==> src/rtl/beat_timing_gen.sv <==
// ---------------------------------------------------------------------------
// beat_timing_gen
// Beat and phase timing generator for the hardwired control path. Produces
// one-hot phase pulses T = {T3,T2,T1} (each PHASE_CYC MF clocks long) and the
// one-hot machine beat W = {W3,W2,W1}, stepping beats on SHORT/LONG/STOP
// requests returned by the control-signal decoder. Start/resume via QD.
//
// Parameters:
//   PHASE_CYC  MF clocks per phase, 1..15
// Ports:
//   MF     in   master clock (rising edge)
//   CLR    in   asynchronous active-low reset
//   QD     in   start key (asynchronous level, rising edge starts/resumes)
//   SHORT  in   in W1 at beat end: next beat W1
//   LONG   in   in W2 at beat end: next beat W3
//   STOP   in   at beat end: halt after the current beat
//   SSTEP  in   single-instruction step (only with BEAT_SSTEP_EN)
//   T      out  phase pulses, 000 while halted
//   W      out  current beat, held while halted
//   RUN    out  high while beats are generated
//
// Build option: define BEAT_SSTEP_EN to add the SSTEP input; with SSTEP high
// the block halts at every beat end whose next beat is W1.
// ---------------------------------------------------------------------------
module beat_timing_gen #(
  parameter int PHASE_CYC = 1
) (
  input  logic       MF,
  input  logic       CLR,
  input  logic       QD,
  input  logic       SHORT,
  input  logic       LONG,
  input  logic       STOP,
`ifdef BEAT_SSTEP_EN
  input  logic       SSTEP,
`endif
  output logic [2:0] T,
  output logic [2:0] W,
  output logic       RUN
);

  typedef enum logic {S_HALT, S_RUN} state_t;

  localparam logic [3:0] CNT_LAST = 4'(PHASE_CYC - 1);

  state_t      state_q, state_d;
  logic [2:0]  t_q, t_d;
  logic [2:0]  w_q, w_d;
  logic [3:0]  cnt_q, cnt_d;
  // [0],[1]: 2-FF synchronizer; [2]: previous synchronized value for edge detect
  logic [2:0]  qd_sync_q, qd_sync_d;
  // Marks which qd_sync stages hold real samples since reset, so a QD already
  // high at CLR release is not mistaken for a rising edge.
  logic [2:0]  vld_pipe_q, vld_pipe_d;
  logic        qd_rise_q, qd_rise_d;
  logic [2:0]  w_next;
  logic        phase_last;
  logic        halt_req;

`ifdef BEAT_SSTEP_EN
  logic [1:0]  sstep_sync_q, sstep_sync_d;
`endif

  always_comb begin
    qd_sync_d  = {qd_sync_q[1:0], QD};
    vld_pipe_d = {vld_pipe_q[1:0], 1'b1};
    qd_rise_d  = qd_sync_q[1] & ~qd_sync_q[2] & vld_pipe_q[2];
`ifdef BEAT_SSTEP_EN
    sstep_sync_d = {sstep_sync_q[0], SSTEP};
`endif

    // Next beat; any non-one-hot W recovers to W1.
    unique case (w_q)
      3'b001:  w_next = SHORT ? 3'b001 : 3'b010;
      3'b010:  w_next = LONG  ? 3'b100 : 3'b001;
      default: w_next = 3'b001;
    endcase

`ifdef BEAT_SSTEP_EN
    halt_req = STOP | (sstep_sync_q[1] & (w_next == 3'b001));
`else
    halt_req = STOP;
`endif

    phase_last = (cnt_q == CNT_LAST);

    state_d = state_q;
    t_d     = t_q;
    w_d     = w_q;
    cnt_d   = cnt_q;

    unique case (state_q)
      S_HALT: begin
        t_d   = 3'b000;
        cnt_d = 4'd0;
        if (qd_rise_q) begin
          state_d = S_RUN;
          t_d     = 3'b001;
        end
      end
      S_RUN: begin
        if (phase_last) begin
          cnt_d = 4'd0;
          if (t_q[2]) begin
            // Beat end: W and T change on the same edge.
            w_d = w_next;
            if (halt_req) begin
              state_d = S_HALT;
              t_d     = 3'b000;
            end else begin
              t_d = 3'b001;
            end
          end else if (t_q[1]) begin
            t_d = 3'b100;
          end else begin
            t_d = 3'b010;
          end
        end else begin
          cnt_d = cnt_q + 4'd1;
        end
      end
      default: state_d = S_HALT;
    endcase
  end

  always_ff @(posedge MF or negedge CLR) begin
    if (!CLR) begin
      state_q    <= S_HALT;
      t_q        <= 3'b000;
      w_q        <= 3'b001;
      cnt_q      <= 4'd0;
      qd_sync_q  <= 3'b000;
      vld_pipe_q <= 3'b000;
      qd_rise_q  <= 1'b0;
    end else begin
      state_q    <= state_d;
      t_q        <= t_d;
      w_q        <= w_d;
      cnt_q      <= cnt_d;
      qd_sync_q  <= qd_sync_d;
      vld_pipe_q <= vld_pipe_d;
      qd_rise_q  <= qd_rise_d;
    end
  end

`ifdef BEAT_SSTEP_EN
  always_ff @(posedge MF or negedge CLR) begin
    if (!CLR) sstep_sync_q <= 2'b00;
    else      sstep_sync_q <= sstep_sync_d;
  end
`endif

  assign T   = t_q;
  assign W   = w_q;
  assign RUN = (state_q == S_RUN);

endmodule

==> config.mk <==
export PLATFORM = sky130hd
export DESIGN_NAME = beat_timing_gen
export DESIGN_NICKNAME = d
export VERILOG_FILES = /design/src/rtl/beat_timing_gen.sv
export SDC_FILE = /design/constraint.sdc
export NUM_CORES = 1
export LEC_CHECK = 0
export ABC_AREA = 1
export CORE_MARGIN = 10
export CORE_UTILIZATION = 45
export CTS_CLUSTER_SIZE = 14
export DETAILED_ROUTE_END_ITERATION = 8
export GPL_ROUTABILITY_DRIVEN = 1
export MAX_ROUTING_LAYER = met4
export PLACE_DENSITY = 0.73
export SLEW_MARGIN = 20
export SYNTH_ARGS = -nofsm -noshare
export SYNTH_HDL_FRONTEND = slang
export SYNTH_SLANG_ARGS = --single-unit
==> constraint.sdc <==
create_clock -name MF -period 1.2 [get_ports MF]
set_input_delay 0.24 -clock MF [delete_from_list [all_inputs] [get_ports MF]]
set_output_delay 0.24 -clock MF [all_outputs]
set_load 0.03 [all_outputs]
==> results.env, run 1 <==
HPWLAFTERDP_UM=1010
DETAIL_ROUTE.WL_PER_CELL_UM=12.4
POST-ROUTE-PERIOD-UTIL=1.04
NFILLCELLS=132
HP-CLASS='primary input to async pin'
POST_SYNTHESIS_COMPOUND_GATE_AREA_FRACTION=0.0205
SYNTHMUXAREASHARE=0
FAILED_CHECKS='setup timing'
YOSYS.AREA_SHARE.ADDER=0.0341
FINALSETUPVIOLATIONS=1
CRITPATHCAPTURETYPE='output port'
POST_SYNTH_XOR_AREA_FRACTION=0.0239
POWER_DENSITY_nW_PER_UM2=2090
FINAL_NUMBER_OF_HOLD_VIOLATING_ENDPOINTS=0
STATUS='finished, violations left'
TIMING_WORST_SETUP_PATH_TYPE='flip-flop to output port'
CLOCK_PATH_BUFFERS=2
FIN_SKEW_NS=0.000828
CAP_VIOL_MAX_COUNT=0
GP_ROUTABILITY_CONGESTION=0.800
FINISH.NET_COUNT=103
VDD_IR_DROP_MAX_V=0.00129
SYNTH_SIMPLE_GATE_AREA_FRAC=0.234
FINAL.HOLD.WORST_SLACK_NS=0.151
GR-USAGE-ALL-LAYERS=0.0784
DRIVE_ABOVE_1_SHARE=0.245
DRT_WL_TOTAL_UM=1360
SYNTH.FF_LATCH_COUNT=18
ACHIEVABLE-FREQUENCY_MHz=801
GRT_REMAINING_OVERFLOW=0
PATH_CELLS='buf_6'
CTS-BUFFERS-INSERTED=3
FP.DIEAREA_UM2=3640
SYN-CELL-AREA_UM2=733
CRIT_SLOWEST_CELL='sky130_fd_sc_hd__dfstp_2'
NET_COUNT_OF_THE_MAPPED_NETLIST=84
CTS_NUM_SINKS=18
SYNTH_ENABLE_FLOP_CELLS=0
DETAIL_ROUTE.DRC_VIOLATIONS=0
AREAGROWTHSYNTHTOFINISH_PCT=27.0
LARGEST_FAMILY_OF_LOGIC_CELLS_BY_SYNTHESIZED_AREA='simple AND/OR/NAND/NOR gates'
ANTENNA_FOUND_INITIAL=0
CTSHTREEMAXLEVEL=1
YS_TYPES=17
MIN_PERIOD_NS=1.25
TIMING.FINAL.MAX_SLEW_VIOLATIONS=0
YOSYSSEQAREASHARE=0.616
TIMING.SETUP.TNS_NS=-0.0487
RSZ_0062_RAISED_AFTER_GLOBAL_ROUTING='true'
DRT-VIAS-PER-INSTANCE=4.76
MAXIMUM_NUMBER_OF_PINS_ON_ONE_NET_BEFORE_GLOBAL_ROUTE_REPAIR=15
PORT_BUFFERS=12
CRITICAL_PATH.MAX_FANOUT=4
ASYNC_FLOP_SHARE=1.00
WORST_SLACK_NS=-0.0487
NUM_IO_PINS=13
DIE_W_UM=60.4
WORSTPATHBUFFERINVERTERCOUNT=1
POSTSYNTHCELLCOUNT=76
CTS.ROOT.BUFFER_CELL='sky130_fd_sc_hd__clkbuf_4'
FIRST_PASS_GRT_WIRE_LENGTH_UM=2130
SYNTHESIS.AREA_PER_INSTANCE_UM2=9.65
SYNTHTOPCELLSBYCOUNT='17 x sky130_fd_sc_hd__dfrtp_1, 14 x sky130_fd_sc_hd__nand2_1, 11 x sky130_fd_sc_hd__inv_1'
TIMING.CRITICAL_PATH.FROM_TYPE='flip-flop'
POWER_LEAKAGE_nW=0.484
CLOCK_TREE_FROM_TRITONCTS='yes'
CP_DATA_REQUIRED_TIME_NS=0.96
CP_TOP_FAMILY='flip-flops'
FIRSTDRTPASSITERS=4
DETAILROUTE.VIA_COUNT=524
DIE_HEIGHT_UM=60.4
FLOORPLAN.CORE_AREA_UM2=1520
CRITICAL-PATH-MAX-STAGE-DELAY_NS=0.58
SYNTHMOSTINSTANTIATEDCELL='sky130_fd_sc_hd__dfrtp_1'
SYNTH_TOP_AREA_CELL='sky130_fd_sc_hd__dfrtp_1'
WORST_SKEW_PAIR.LATE_LATENCY_NS=0.29
DETAIL-ROUTE-ANTENNA-NETS=0
ROW_COUNT=14
YOSYS.AREA.TOP_TYPE_SHARE=0.580
CTS.REPORTEDPATHS.CLKPINSLEW_NS=0.10
FLOORPLAN.INITIALDENSITY=0.481
ARRIVAL_NS=1.01
SYNTH_TOP_FLOP_CELL='sky130_fd_sc_hd__dfrtp_1'
LAYOUT.CORE_UTILIZATION=0.611
GRT_PASS1_VIAS=536
DIODES=0
DRT_FIRST_ITER_VIOLATIONS=11
SYNTHTOPCELLSBYAREA='sky130_fd_sc_hd__dfrtp_1 58%, sky130_fd_sc_hd__nand2_1 7.2%, sky130_fd_sc_hd__nand3_1 6.1%, sky130_fd_sc_hd__inv_1 5.6%, sky130_fd_sc_hd__nor2_1 5.1%'
YS.WARNINGS.COUNT=0
-- through the flow --
stage | total power, mW | std cells | cell area [um2] | worst slack [ns]
floorplan | 1.26 | 76 | 733 | 0.0870
global placement | 1.49 | 104 | 856 | 0.104
detailed placement | 1.50 | 104 | 856 | 0.0791
CTS | 1.90 | 108 | 901 | -0.0610
global route | 2.07 | 110 | 931 | -0.0903
finish | 1.94 | 110 | 931 | -0.0487
-- kinds of logic after synthesis --
| family | count (synthesis) |
|---|---|
| flip-flops | 18 |
| XOR/XNOR | 2 |
| adder cells (fa/ha/maj) | 2 |
| other | 1 |
| AND/OR/NAND/NOR | 38 |
| AO/OA/AOI/OAI | 3 |
| buffers and inverters | 12 |
-- final timing paths --
path | start | endpoint | slack (ns) | cells after the start
max | W[0] | W[0] | -0.05 | 1
min reg2reg | vld_pipe_q[0] | vld_pipe_q[1] | 0.37 | 0
max in group asynchronous | CLR | RUN | 0.60 | 2
max reg2reg | cnt_q[0] | W[1] | 0.10 | 5
min in group MF | vld_pipe_q[0] | vld_pipe_q[1] | 0.37 | 0
min | CLR | T[1] | 0.15 | 1
-- layer usage --
layer,vias up,wire length (um),track usage
met5,-,0,-
met4,0,29,0.0481
met3,4,79,0.0313
met2,10,633,0.113
met1,244,617,0.0886
li1,266,-,-
-- final cells by class --
class                           instances  area, um2  area share
Sequential cell                        18        453       0.487
Multi-Input combinational cell         46        248       0.266
Timing Repair Buffer                   15        133       0.142
Inverter                               11       41.3      0.0444
Clock buffer                            4       36.3      0.0390
Tap cell                               16       20.0      0.0215
-- sequential cells by signal, summed over array words and instances, names as in the netlist --
signal	count
RUN	1
vld_pipe_q	3
T	3
qd_sync_q	3
W	3
cnt_q	4
qd_rise_q	1
-- timing repair --
| item | 4_1_cts | 5_1_grt |
|---|---|---|
| setup buffers | 0 | 2 |
| endpoints found under the setup margin | 2 | 5 |
| hold buffers | 0 | 0 |
| gates resized for setup | 3 | 4 |
| pin swaps | 0 | 3 |
-- power by group --
group	switching (mW)	internal [mW]	total, mW
Sequential	0.110	0.733	0.842
Clock	0.181	0.185	0.366
Combinational	0.443	0.294	0.737
-- cells in the final DEF, fill, tap and decap left out, drive strengths merged --
cell / Yosys / final
clkbuf: 0 / 4
buf: 1 / 10
nor2: 12 / 12
nand2: 16 / 16
clkdlybuf4s50: 0 / 5
nand3: 9 / 9
dfstp: 1 / 1
a21oi: 1 / 1
conb: 1 / 1
o21ai: 2 / 2
xor2: 1 / 1
inv: 11 / 11
xnor2: 1 / 1
nand4: 1 / 1
ha: 2 / 2
dfrtp: 17 / 17
No activity file was read; power rests on OpenSTA's default activity.
==> inputs of run 2 (changes only) <==
- HOLD_SLACK_MARGIN: not set -> 0.06
- MAX_ROUTING_LAYER: met4 -> not set
- REMOVE_ABC_BUFFERS: not set -> 1
==> results.env, run 2 (synthesis gave the netlist of run 1 again) <==
STATUS='finished, violations left'  # unchanged
FAILED_CHECKS='setup timing'  # unchanged
HP-CLASS='primary input to async pin'  # unchanged
TIMING.CRITICAL_PATH.FROM_TYPE='flip-flop'  # unchanged
DETAIL_ROUTE.DRC_VIOLATIONS=0  # unchanged
POST-ROUTE-PERIOD-UTIL=1.02  # was 1.04
AREAGROWTHSYNTHTOFINISH_PCT=32.1  # was 27.0%
TIMING.SETUP.TNS_NS=-0.0210  # was -0.0487 ns
MAXIMUM_NUMBER_OF_PINS_ON_ONE_NET_BEFORE_GLOBAL_ROUTE_REPAIR=15  # unchanged
FIN_TOTAL_PWR_mW=2.00  # was 1.94 mW
LAYOUT.CELL_AREA.NON_FILLER_UM2=968  # was 931 um2
PATH_CELLS='buf_6'  # unchanged
CTS.ROOT.BUFFER_CELL='sky130_fd_sc_hd__clkbuf_4'  # unchanged
R2R.WORST_PATH.CELLS=6  # was 5
PORT_BUFFERS=12  # unchanged
DETAIL_ROUTE.WL_PER_CELL_UM=13.1  # was 12.4 um
CLOCK_PATH_BUFFERS=2  # unchanged
CP_TOP_FAMILY='flip-flops'  # unchanged
NFILLCELLS=127  # was 132
FINISH.NET_COUNT=108  # was 103
SETUP.REG_TO_REG.WORST_SLACK_NS=0.11  # was 0.10 ns
DIODES=0  # unchanged
FINALSETUPVIOLATIONS=1  # unchanged
CRIT_SLOWEST_CELL='sky130_fd_sc_hd__dfstp_2'  # unchanged
DRT_FIRST_ITER_VIOLATIONS=14  # was 11
POWER_LEAKAGE_nW=0.510  # was 0.484 nW
CRITICAL-PATH-MAX-STAGE-DELAY_NS=0.56  # was 0.58 ns
FIRSTDRTPASSITERS=6  # was 4
DPL_CELL_AREA_UM2=856  # unchanged
FINAL.HOLD.WORST_SLACK_NS=0.147  # was 0.151 ns
GRT_PASS1_VIAS=565  # was 536
VDD_IR_DROP_MAX_V=0.000946  # was 0.00129 V
TIMING.FINAL.MAX_SLEW_VIOLATIONS=0  # unchanged
RSZ_0062_RAISED_AFTER_GLOBAL_ROUTING='true'  # unchanged
ARRIVAL_NS=0.98  # was 1.01 ns
WORST_SKEW_PAIR.LATE_LATENCY_NS=0.29  # about the same
FLOORPLAN.INITIALDENSITY=0.481  # unchanged
REGMOSTFLOPS='cnt_q'  # unchanged
MOSTFREQUENTLAYOUTCELLS='16 x sky130_fd_sc_hd__dfrtp_1, 14 x sky130_fd_sc_hd__nand2_1, 13 x sky130_fd_sc_hd__buf_4'  # was 16 x sky130_fd_sc_hd__dfrtp_1, 14 x sky130_fd_sc_hd__nand2_1, 10 x sky130_fd_sc_hd__inv_1
FIRST_PASS_GRT_WIRE_LENGTH_UM=2600  # was 2130 um
CP_DATA_REQUIRED_TIME_NS=0.96  # about the same
ANTENNA_FOUND_INITIAL=0  # unchanged
SETUP.WORST_PATH.END='W[0]'  # unchanged
CRITICAL_PATH.MAX_FANOUT=2  # was 4
FIN_SKEW_NS=0.00884  # was 0.000828 ns
WORSTPATHBUFFERINVERTERCOUNT=1  # unchanged
FINAL_NUMBER_OF_HOLD_VIOLATING_ENDPOINTS=0  # unchanged
DETAILROUTE.VIA_COUNT=566  # was 524
CLOCK_TREE_FROM_TRITONCTS='yes'  # unchanged
NUM_IO_PINS=13  # unchanged
DIE_W_UM=60.4  # unchanged
ROW_COUNT=14  # unchanged
CRIT_START='W[0]'  # unchanged
FLOORPLAN.CORE_AREA_UM2=1520  # unchanged
GR-USAGE-ALL-LAYERS=0.0943  # was 0.0784
CAP_VIOL_MAX_COUNT=0  # unchanged
HPWLAFTERDP_UM=1070  # was 1010 um
CRITICAL_PATH_CELL_COUNT=1  # unchanged
CTS_NUM_SINKS=18  # unchanged
DRT-VIAS-PER-INSTANCE=4.92  # was 4.76
GP_ROUTABILITY_CONGESTION=0.811  # was 0.800
GRT_REMAINING_OVERFLOW=0  # unchanged
MIN_PERIOD_NS=1.22  # was 1.25 ns
DIE_HEIGHT_UM=60.4  # unchanged
CTS-BUFFERS-INSERTED=3  # unchanged
LEADING_CELL_TYPE_IN_THE_LAYOUT_FILL_AND_TAPS_EXCLUDED='sky130_fd_sc_hd__dfrtp_1'  # unchanged
CTSHTREEMAXLEVEL=1  # unchanged
DRT_WL_TOTAL_UM=1510  # was 1360 um
LARGEST_REGISTER_FFS=4  # unchanged
DRIVE_ABOVE_1_SHARE=0.293  # was 0.245
CRITPATHCAPTURETYPE='output port'  # unchanged
CTS.REPORTEDPATHS.CLKPINSLEW_NS=0.10  # about the same
ACHIEVABLE-FREQUENCY_MHz=819  # was 801 MHz
FP.DIEAREA_UM2=3640  # unchanged
POWER_DENSITY_nW_PER_UM2=2060  # was 2090 nW/um2
WORST_SLACK_NS=-0.0210  # was -0.0487 ns
DETAIL-ROUTE-ANTENNA-NETS=0  # unchanged
TIMING_WORST_SETUP_PATH_TYPE='flip-flop to output port'  # unchanged
CRITICAL_PATH.REG2REG.ENDPOINT='T[1]'  # was W[1]
R2R_START='cnt_q[0]'  # unchanged
[run 2: changes by cell type in the layout (fill, tap and decap cells not counted)]
| cell | previous run | this run |
|---|---|---|
| sky130_fd_sc_hd__inv_2 | 1 | 2 |
| sky130_fd_sc_hd__inv_1 | 10 | 9 |
| sky130_fd_sc_hd__buf_4 | 8 | 13 |
[run 2: worst min path at each step]
| stage | end | cells after the start | slack [ns] | start |
|---|---|---|---|---|
| after floorplan | RUN | 0 | -0.06 | CLR |
| after global placement | qd_sync_q[1] | 0 | 0.35 | qd_sync_q[0] |
| after detailed placement | qd_sync_q[1] | 0 | 0.34 | qd_sync_q[0] |
| after CTS | T[1] | 1 | 0.15 | CLR |
| after global routing | T[1] | 1 | 0.14 | CLR |
| final | T[1] | 1 | 0.15 | CLR |
[run 2: layer usage]
| layer | part of all wire | GRT usage |
|---|---|---|
| met5 | 0 | 0 |
| met4 | 0.011 | 0.0385 |
| met3 | 0.072 | 0.0418 |
| met2 | 0.53 | 0.153 |
| met1 | 0.39 | 0.106 |
[run 2: power breakdown]
group / internal [mW] / switching (mW) / total (mW)
clock network: 0.185 / 0.176 / 0.361
logic: 0.344 / 0.450 / 0.793
registers: 0.732 / 0.112 / 0.844
[run 2: layout make-up]
cell class | instances | area, um2 | share of cell area
timing repair buffer | 20 | 170 | 0.176
sequential | 18 | 453 | 0.468
tap | 16 | 20.0 | 0.0207
multi-input combinational | 46 | 248 | 0.256
inverter | 11 | 41.3 | 0.0426
clock buffer | 4 | 36.3 | 0.0375
[run 2: repair_timing]
item / CTS / global route
setup buffers: 1 / 6
endpoints found under the setup margin: 3 / 10
pin swaps: 0 / 2
resized for setup: 3 / 5
hold buffers: 0 / 0
[run 2: metrics by stage]
stage	setup slack, ns	std cells	utilization
final	-0.0210	115	0.635
after global routing	-0.0718	115	0.635
after CTS	-0.0363	109	0.596
after detailed placement	0.0437	104	0.562
after global placement	0.0991	104	0.562
after floorplan	0.0729	75	-
